===== config.mk =====
export PLATFORM = sky130hd
export DESIGN_NAME = uart_rx_fifo_flat
export DESIGN_NICKNAME = d
export VERILOG_FILES = /design/src/rtl/uart_rx_fifo_if.sv /design/src/rtl/uart_rx_fifo.sv /design/src/flat_wrapper.sv
export SDC_FILE = /design/constraint.sdc
export NUM_CORES = 1
export LEC_CHECK = 0
export ABC_AREA = 0
export CAP_MARGIN = 20
export CORE_MARGIN = 5
export CORE_UTILIZATION = 55
export CTS_BUF_LIST = sky130_fd_sc_hd__clkbuf_8
export CTS_CLUSTER_SIZE = 16
export DETAILED_ROUTE_END_ITERATION = 16
export PLACE_DENSITY_LB_ADDON = 0.08
export SLEW_MARGIN = 20
export SYNTH_ARGS = -nofsm -noshare
export SYNTH_HDL_FRONTEND = slang
export SYNTH_SLANG_ARGS = --single-unit

===== constraint.sdc =====
create_clock -name clk -period 2.7 [get_ports clk]
set_input_delay 0.405 -clock clk [delete_from_list [all_inputs] [get_ports clk]]
set_output_delay 0.405 -clock clk [all_outputs]
set_load 0.05 [all_outputs]

===== src/rtl/uart_rx_fifo_if.sv =====
// uart_rx_fifo_if
// Byte stream handshake between the UART receiver FIFO and its consumer.
//   out_valid : producer -> consumer, head byte is valid
//   out_data  : producer -> consumer, head byte
//   out_ready : consumer -> producer, head accepted when out_valid & out_ready
// master modport = producer (the receiver), slave modport = consumer.
interface uart_rx_fifo_if;
    logic       out_valid;
    logic [7:0] out_data;
    logic       out_ready;

    modport master (output out_valid, output out_data, input out_ready);
    modport slave  (input out_valid, input out_data, output out_ready);
endinterface


===== src/rtl/uart_rx_fifo.sv =====
// uart_rx_fifo
// UART receiver (8N1, or 8E1 when UART_RX_PARITY_EN is defined) feeding a
// circular byte FIFO that is drained over a valid/ready handshake.
// Ports:
//   clk        : sole clock, rising edge
//   rst_n      : synchronous active-low reset
//   rxd        : asynchronous serial line, idles high
//   rx_out     : uart_rx_fifo_if.master (out_valid / out_data / out_ready)
//   rx_busy    : frame FSM not in IDLE
//   frame_err  : one-cycle pulse, bad stop bit
//   parity_err : one-cycle pulse, parity mismatch (0 without the macro)
//   overrun    : one-cycle pulse, good byte dropped because the FIFO is full
// Optional feature macro: UART_RX_PARITY_EN (even parity bit after data).
module uart_rx_fifo #(
    parameter int BAUD       = 1152000,
    parameter int CLK_FREQ   = 90_000_000,
    parameter int FIFO_DEPTH = 16
) (
    input  logic              clk,
    input  logic              rst_n,
    input  logic              rxd,
    uart_rx_fifo_if.master    rx_out,
    output logic              rx_busy,
    output logic              frame_err,
    output logic              parity_err,
    output logic              overrun
);
    localparam int DIV   = (CLK_FREQ + BAUD / 2) / BAUD;
    localparam int HALF  = DIV / 2;
    localparam int CNT_W = $clog2(DIV);
    localparam int AW    = $clog2(FIFO_DEPTH);

    localparam logic [CNT_W-1:0] DIV_M1  = CNT_W'(DIV - 1);
    localparam logic [CNT_W-1:0] HALF_M1 = CNT_W'(HALF - 1);

    typedef enum logic [2:0] {
        IDLE,
        START,
        DATA,
`ifdef UART_RX_PARITY_EN
        PARITY,
`endif
        STOP
    } state_t;

    // Two-flop synchroniser plus one more stage for start-edge detection.
    logic sync1_reg, rxs, rxs_d_reg;

    state_t           state_reg, state_next;
    logic [CNT_W-1:0] cnt_reg, cnt_next;
    logic [2:0]       idx_reg, idx_next;
    logic [7:0]       shift_reg, shift_next;
    logic             byte_good, fe_next;
`ifdef UART_RX_PARITY_EN
    logic             par_bad_reg, par_bad_next, pe_next;
`endif

    logic [7:0]  mem [FIFO_DEPTH];
    logic [AW:0] wr_ptr_reg, rd_ptr_reg, rd_ptr_next;
    logic [7:0]  out_data_reg;
    logic        full, empty, pop, push, ov_next;
    logic        fe_reg, ov_reg;

    always_ff @(posedge clk) begin
        if (!rst_n) begin
            sync1_reg <= 1'b1;
            rxs       <= 1'b1;
            rxs_d_reg <= 1'b1;
        end else begin
            sync1_reg <= rxd;
            rxs       <= sync1_reg;
            rxs_d_reg <= rxs;
        end
    end

    always_ff @(posedge clk) begin
        if (!rst_n) begin
            state_reg <= IDLE;
            cnt_reg   <= '0;
            idx_reg   <= '0;
            shift_reg <= '0;
`ifdef UART_RX_PARITY_EN
            par_bad_reg <= 1'b0;
`endif
        end else begin
            state_reg <= state_next;
            cnt_reg   <= cnt_next;
            idx_reg   <= idx_next;
            shift_reg <= shift_next;
`ifdef UART_RX_PARITY_EN
            par_bad_reg <= par_bad_next;
`endif
        end
    end

    // Each non-idle state counts down to 0 and samples rxs on the zero cycle.
    always_comb begin
        state_next = state_reg;
        cnt_next   = cnt_reg;
        idx_next   = idx_reg;
        shift_next = shift_reg;
        byte_good  = 1'b0;
        fe_next    = 1'b0;
`ifdef UART_RX_PARITY_EN
        par_bad_next = par_bad_reg;
        pe_next      = 1'b0;
`endif
        case (state_reg)
            IDLE: begin
                if (rxs_d_reg && !rxs) begin
                    state_next = START;
                    cnt_next   = HALF_M1;
                end
            end
            START: begin
                if (cnt_reg == '0) begin
                    if (rxs) begin
                        state_next = IDLE;
                    end else begin
                        state_next = DATA;
                        cnt_next   = DIV_M1;
                        idx_next   = 3'd0;
                    end
                end else begin
                    cnt_next = cnt_reg - CNT_W'(1);
                end
            end
            DATA: begin
                if (cnt_reg == '0) begin
                    shift_next = {rxs, shift_reg[7:1]};
                    cnt_next   = DIV_M1;
                    if (idx_reg == 3'd7) begin
`ifdef UART_RX_PARITY_EN
                        state_next = PARITY;
`else
                        state_next = STOP;
`endif
                    end else begin
                        idx_next = idx_reg + 3'd1;
                    end
                end else begin
                    cnt_next = cnt_reg - CNT_W'(1);
                end
            end
`ifdef UART_RX_PARITY_EN
            PARITY: begin
                if (cnt_reg == '0) begin
                    // Even parity: data bits plus parity bit XOR to zero.
                    par_bad_next = rxs ^ (^shift_reg);
                    cnt_next     = DIV_M1;
                    state_next   = STOP;
                end else begin
                    cnt_next = cnt_reg - CNT_W'(1);
                end
            end
`endif
            STOP: begin
                if (cnt_reg == '0) begin
                    // Leave at mid-stop so a back-to-back start edge is caught.
                    state_next = IDLE;
                    if (!rxs) begin
                        fe_next = 1'b1;
`ifdef UART_RX_PARITY_EN
                    end else if (par_bad_reg) begin
                        pe_next = 1'b1;
`endif
                    end else begin
                        byte_good = 1'b1;
                    end
                end else begin
                    cnt_next = cnt_reg - CNT_W'(1);
                end
            end
            default: state_next = IDLE;
        endcase
    end

    assign empty = (wr_ptr_reg == rd_ptr_reg);
    assign full  = (wr_ptr_reg[AW] != rd_ptr_reg[AW]) &&
                   (wr_ptr_reg[AW-1:0] == rd_ptr_reg[AW-1:0]);
    assign pop   = !empty && rx_out.out_ready;
    // A pop in the same cycle frees the slot, so a full FIFO still accepts.
    assign push    = byte_good && (!full || pop);
    assign ov_next = byte_good && full && !pop;
    assign rd_ptr_next = pop ? rd_ptr_reg + (AW+1)'(1) : rd_ptr_reg;

    always_ff @(posedge clk) begin
        if (push) begin
            mem[wr_ptr_reg[AW-1:0]] <= shift_reg;
        end
    end

    // Registered head read; a byte written to the slot that becomes the head
    // is forwarded so it is visible the cycle after the push.
    always_ff @(posedge clk) begin
        if (!rst_n) begin
            wr_ptr_reg   <= '0;
            rd_ptr_reg   <= '0;
            out_data_reg <= '0;
            fe_reg       <= 1'b0;
            ov_reg       <= 1'b0;
        end else begin
            if (push) begin
                wr_ptr_reg <= wr_ptr_reg + (AW+1)'(1);
            end
            rd_ptr_reg <= rd_ptr_next;
            if (push && (wr_ptr_reg[AW-1:0] == rd_ptr_next[AW-1:0])) begin
                out_data_reg <= shift_reg;
            end else begin
                out_data_reg <= mem[rd_ptr_next[AW-1:0]];
            end
            fe_reg <= fe_next;
            ov_reg <= ov_next;
        end
    end

`ifdef UART_RX_PARITY_EN
    logic pe_reg;
    always_ff @(posedge clk) begin
        if (!rst_n) begin
            pe_reg <= 1'b0;
        end else begin
            pe_reg <= pe_next;
        end
    end
    assign parity_err = pe_reg;
`else
    assign parity_err = 1'b0;
`endif

    assign rx_out.out_valid = !empty;
    assign rx_out.out_data  = out_data_reg;
    assign rx_busy          = (state_reg != IDLE);
    assign frame_err        = fe_reg;
    assign overrun          = ov_reg;
endmodule


===== src/flat_wrapper.sv =====
// flat-port wrapper written by rule: the top's interface ports become plain ports
module uart_rx_fifo_flat 
#(
    parameter int BAUD       = 1152000,
    parameter int CLK_FREQ   = 90_000_000,
    parameter int FIFO_DEPTH = 16
)
  (clk, rst_n, rxd, rx_busy, frame_err, parity_err, overrun, rx_out_out_valid, rx_out_out_data, rx_out_out_ready);
  uart_rx_fifo_if rx_out_i ();
  input  logic clk;
  input  logic rst_n;
  input  logic rxd;
  output logic rx_busy;
  output logic frame_err;
  output logic parity_err;
  output logic overrun;
  output wire logic [$bits(rx_out_i.out_valid)-1:0] rx_out_out_valid;
  output wire logic [$bits(rx_out_i.out_data)-1:0] rx_out_out_data;
  input wire logic [$bits(rx_out_i.out_ready)-1:0] rx_out_out_ready;
  assign rx_out_out_valid = rx_out_i.out_valid;
  assign rx_out_out_data = rx_out_i.out_data;
  assign rx_out_i.out_ready = rx_out_out_ready;
  uart_rx_fifo #(.BAUD(BAUD), .CLK_FREQ(CLK_FREQ), .FIFO_DEPTH(FIFO_DEPTH)) u_core (.clk(clk), .rst_n(rst_n), .rxd(rxd), .rx_out(rx_out_i), .rx_busy(rx_busy), .frame_err(frame_err), .parity_err(parity_err), .overrun(overrun));
endmodule

Word-level counts from Yosys, hierarchy flattened --
Memory sizes are Yosys's and may differ from the RTL's. A register that Yosys moved wholly into a read port is not among the register bits. Cells that the tools add are included.
Storage, ports and cells: output and inout port bits 13, memories kept 1, bits in writable memories 128, bits of input ports 4, bits in latches 0, register bits after elaboration 36, word-level logic and storage cells 80, bits in read-only memories 0
Memory list:
- u_core.mem | words 16, width 8, rd ports 1, clocked after Yosys merged registers in 1, write ports 1, line uart_rx_fifo.sv:58 | logic [7:0] mem [FIFO_DEPTH];
Cells by class: muxes and demuxes 25, add/sub/neg operators 4, reduce and logical (&&, ||, !) cells 22, multipliers 0, divide/modulo/power cells 0, bitwise gates (word level) 0, shifts and indexed selects 0, magnitude comparators 0, equal/unequal tests 16
Operator list (number):
- 2-to-1 mux 7 bit | 5
- one-hot mux 7 bit (4 select lines) | 1
- 2-to-1 mux 3 bit | 9
- one-hot mux 3 bit (4 select lines) | 1
- adder 5 x 1 -> 5 bit, second input constant | 2
- inequality test 2 x 1 -> 1 bit, second input constant | 5
- AND reduction 5 bit | 2
- logical NOT 7 bit | 1
- subtractor 7 x 1 -> 7 bit, second input constant | 1
- == test 3 x 2 -> 1 bit, second input constant | 2
- logical AND 1 bit | 6
- 2-to-1 mux 1 bit | 6
- inequality test 2 bit, second input constant | 3
- one-hot mux 3 bit (2 select lines) | 1
- == test 5 bit | 1
- logical NOT 1 bit | 5
- == test 4 bit | 1
- 2-to-1 mux 4 bit | 1
- AND reduction 4 bit | 1
- nonzero test 4 bit | 1
- adder 3 x 1 -> 3 bit, second input constant | 1
- == test 3 x 1 -> 1 bit, second input constant | 1
- == test 3 bit, second input constant | 1
- logical NOT 3 bit | 1
- 8 further kinds | 8

Logic depth before layout (Yosys ltp) --
depth in word-level cells 7, gate-level depth with buffers 10

Worst setup path after synthesis --
No wires, ideal clock.
path kind register -> register, start register u_core.cnt_reg[0], end memory u_core.mem[3][0], enable pin, path slack 0.129 ns, cell stages (with the launch flop) 8, path buffers 0, library setup time 0.383 ns, arrival time 2.187 ns, clock period less this slack 2.571 ns, cell sequence dfxtp_1 > inv_1 > ha_1 > nor4b_2 > nand3_1 > a211oi_4 > nand2_1 > nor3_1
Between the ends: longest elaborated chain between the ends 6
Ends and longest elaborated chain:
- from (decl) | line uart_rx_fifo.sv:50 | logic [CNT_W-1:0] cnt_reg, cnt_next;
- from (signal assigned) | line uart_rx_fifo.sv:87 | cnt_reg <= cnt_next;
- logical NOT 7 bit | line uart_rx_fifo.sv:158 | if (cnt_reg == '0) begin
- 2-to-1 mux 1 bit | line uart_rx_fifo.sv:158
- 2-to-1 mux 1 bit | line uart_rx_fifo.sv:108 | case (state_reg)
- logical AND 1 bit | line uart_rx_fifo.sv:183 | assign push = byte_good && (!full || pop);
- 2-to-1 mux 1 bit | line uart_rx_fifo.sv:188 | if (push) begin
- 2-to-1 mux 1 bit (implied by the code) | line uart_rx_fifo.sv:189 | mem[wr_ptr_reg[AW-1:0]] <= shift_reg;
- to (decl) | line uart_rx_fifo.sv:58
No other way between the ends.

Final worst setup path --
start register u_core.rd_ptr_reg[1], end register u_core.out_data_reg[6] (netlist: u_core.rx_out.out_data[6]), read port of u_core.mem
Between the ends: longest elaborated chain between the ends 4
Ends and longest elaborated chain:
- from (decl) | line uart_rx_fifo.sv:59 | logic [AW:0] wr_ptr_reg, rd_ptr_reg, rd_ptr_next;
- from (signal assigned) | line uart_rx_fifo.sv:206 | rd_ptr_reg <= rd_ptr_next;
- parallel branches: the longest is 3 deep, another holds adder 5 x 1 -> 5 bit
- 2-to-1 mux 4 bit * | line uart_rx_fifo.sv:185 | assign rd_ptr_next = pop ? rd_ptr_reg + (AW+1)'(1) : rd_ptr_reg;
- to (decl) | line uart_rx_fifo.sv:60 | logic [7:0] out_data_reg;
Mark *: on every way between the ends. A chain may end at the register's enable or synchronous reset.

==> results.json <==
{
  "top_usage_layer": "met2",
  "power.density_mw_per_mm2": 485,
  "cts_buffer_depth": 2,
  "hold_start": "u_core.sync1_reg$_SDFF_PN1_",
  "irDropWorstVdd_mv": 0.323,
  "yosysTopAreaCellShare_pct": 42.5,
  "grt_pass1_vias": 6821,
  "period_needed_ps": 2670,
  "slew_headroom_pct": 42.2,
  "power_frac_clock_pct": 35.8,
  "fin_util_pct": 64.2,
  "placed_area_sq_mm": 0.00986,
  "arrival_ps": 3070,
  "num_antenna_cells": 0,
  "clk_latency_ps": 470,
  "wire_per_inst_um": 20.9,
  "die_h_um": 138,
  "min_path_type": "flip-flop to flip-flop",
  "synthCells": 869,
  "rows": 46,
  "synth-edff-count": 128,
  "area_growth_pct": 13.5,
  "slew_violations": 0,
  "fp.dieW_um": 138,
  "finalSetupTns_ps": 0,
  "synth_commonest_cells": "128 x edfxtp_1, 110 x nor2_1, 63 x nand2_1, 60 x o21ai_0, 58 x mux2i_1",
  "critPathMaxFanout": 15,
  "ys.flop_type": "edfxtp_1",
  "yosys_warnings": 0,
  "largest_reg_flops": 128,
  "power_w": 0.00498,
  "overflow": 0,
  "ys_async_sr_fraction_pct": 0,
  "path_clk_slew_ps": 90,
  "syn-cell-area_sq_mm": 0.00905,
  "status": "completed",
  "start_util_pct": 56.6,
  "firstDrtPassIters": 5,
  "path_class": "flip-flop to flip-flop",
  "cts_sinks": 171,
  "cp-end-kind": "flip-flop",
  "nFillCells": 1299,
  "grt_use_met2_pct": 38.4,
  "maxCapViolations": 0,
  "yosys-top-cells-area": "edfxtp_1 42%, dfxtp_1 9.5%, mux2i_1 6.4%, nor2_1 4.6%, o21ai_0 3.3%",
  "final_area_sq_mm": 0.0103,
  "grt_util_met3_pct": 5.07,
  "comb_power_share_pct": 7.5,
  "grt_max_degree": 84,
  "route.antenna.remaining_nets": 0,
  "nets": 943,
  "seqPwrFrac_pct": 56.8,
  "internal_power_w": 0.00370,
  "post_cts_buffers": 0,
  "route.detailed.drc": 0,
  "p_sw_w": 0.00129,
  "drive_gt1_share_pct": 16.0,
  "seq_area_frac_synth_pct": 52.0,
  "die_area_sq_mm": 0.0191,
  "cts_tree": "done",
  "io_pins": 17,
  "cts_root_buf": "clkbuf_8",
  "h-tree-depth": 4,
  "leakage_nw": 3.64,
  "hold_viol_final": 0,
  "worst_pin_slew_ps": 866,
  "postSynthAreaPerCell_sq_um": 10.4,
  "whs_ps": 417,
  "drt-initial-drc-count": 679,
  "r2r-start": "u_core.rd_ptr_reg[1]$_SDFF_PN0_",
  "synthesis.nets": 887,
  "place_hpwl_um": 16300,
  "min_period_over_period_pct": 99.0,
  "max_freq_mhz": 374,
  "sw_frac_of_total_pct": 25.8,
  "dr_total_vias": 7159,
  "startpoint_type": "flip-flop",
  "rsz0062_at_grt": "true",
  "grt_pass1_wl_um": 37200,
  "grt.total_usage_pct": 24.7,
  "portBuffers": 15,
  "startpoint": "u_core.rd_ptr_reg[1]$_SDFF_PN0_",
  "cp.required_ps": 3100,
  "grt_antenna_before_repair": 0,
  "synth_most_common_cell": "edfxtp_1",
  "setup_viol_count_final": 0,
  "ys_types": 70,
  "ys_ff_latch": 171,
  "via_per_inst": 6.20,
  "placeableCoreArea_sq_mm": 0.0160,
  "totalWireLength_um": 24100,
  "yosys.area.top_type": "edfxtp_1",
  "gp_congestion": 0.895,
  "cts-buffers-inserted": 17,
  "fin_skew_ps": 11.9,
  "met1_usage_pct": 34.1
}
==> what timing repair did <==
item                                    4_1_cts  5_1_grt
hold buffers                                  0        0
resized for setup                             0        5
endpoints found under the setup margin        0        6
==> cells in the final DEF (no fill, tap or decap), types with 4 or more instances in the layout <==
master / netlist / layout
buf_12: 0 / 6
inv_6: 0 / 8
a22oi_1: 15 / 15
nand2_1: 63 / 63
nor2_1: 110 / 110
a21oi_1: 37 / 37
o21a_1: 4 / 4
nor4_1: 28 / 27
nor2b_1: 8 / 8
edfxtp_1: 128 / 128
nand2b_1: 8 / 8
ha_1: 14 / 14
mux2_2: 8 / 8
xnor2_1: 8 / 7
and2_1: 26 / 26
a211oi_1: 24 / 24
inv_1: 20 / 21
o22a_1: 8 / 8
nand3_1: 13 / 12
o21ai_0: 60 / 60
a21boi_0: 12 / 12
nor3_1: 46 / 46
dfxtp_1: 43 / 42
o22ai_1: 9 / 9
buf_4: 6 / 75
clkbuf_8: 0 / 17
mux2i_1: 58 / 58
clkdlybuf4s50_1: 0 / 14
a2111oi_0: 4 / 4
o221ai_1: 4 / 4
==> power groups by stage <==
| stage | combinational (W) | clock (W) | sequential [W] |
|---|---|---|---|
| final | 0.000373 | 0.00178 | 0.00283 |
| after global routing | 0.000415 | 0.00193 | 0.00283 |
| after CTS | 0.000368 | 0.00181 | 0.00283 |
| after detailed placement | 0.000366 | 0 | 0.00289 |
| after global placement | 0.000355 | 0 | 0.00289 |
| after floorplan | 0.000264 | 0 | 0.00290 |
==> logic make-up (layout without fill, tap and decap cells) <==
| logic type | count (synthesis) | count (layout) | synth area share [%] |
|---|---|---|---|
| DFF | 171 | 171 | 52.0 |
| adders and majority gates | 14 | 14 | 1.94 |
| buffers and inverters | 81 | 150 | 4.12 |
| and+or+nand+nor | 320 | 320 | 17.1 |
| xor gates and xnor gates | 17 | 17 | 2.46 |
| AOI/OAI and AO/OA | 197 | 197 | 14.4 |
| other | 1 | 1 | 0.0414 |
| muxes | 68 | 68 | 7.91 |
==> path summary, 6_finish.rpt <==
path                                     endpoint  depth (start not counted)  slack, ps
max reg2reg  u_core.rx_out.out_data[6]$_SDFF_PN0_                         10         30
max          u_core.rx_out.out_data[6]$_SDFF_PN0_                         10         30
min                         u_core.rxs$_SDFF_PN1_                          1        420
min reg2reg                 u_core.rxs$_SDFF_PN1_                          1        420
==> layout make-up <==
cell class	instances	area (sq um)	area share, %
clock inverter	15	149	1.45
tap	216	270	2.63
inverter	23	86.3	0.841
timing repair buffer	95	823	8.02
clock buffer	17	234	2.28
sequential	171	4710	45.8
multi-input combinational	617	4000	38.9
==> critical path, cell delays in order, from the launching register on <==
cell	delay (ps)
dfxtp_1	370
buf_4	240
inv_2	80
buf_4	210
a2bb2oi_2	410
buf_12	190
a211oi_1	60
nor4_1	540
nor3_1	130
buf_4	180
nor3_1	180
==> per-layer routing <==
metal	share of wire [%]	wire, um	up-vias
met5	0	0	-
met4	3.7	894	0
met3	8.2	1980	61
met2	45	11000	359
met1	43	10300	3426
li1	-	-	3313
==> through the flow <==
| step | cells | worst slack [ps] |
|---|---|---|
| 2_1_floorplan | 869 | 129 |
| 3_3_place_gp | 1122 | -52.7 |
| 3_5_place_dp | 1122 | -89.9 |
| 4_1_cts | 1154 | 82.9 |
| 5_1_grt | 1154 | -3.72 |
| 6_report | 1154 | 26.8 |
(Power assumes the default switching activity.)
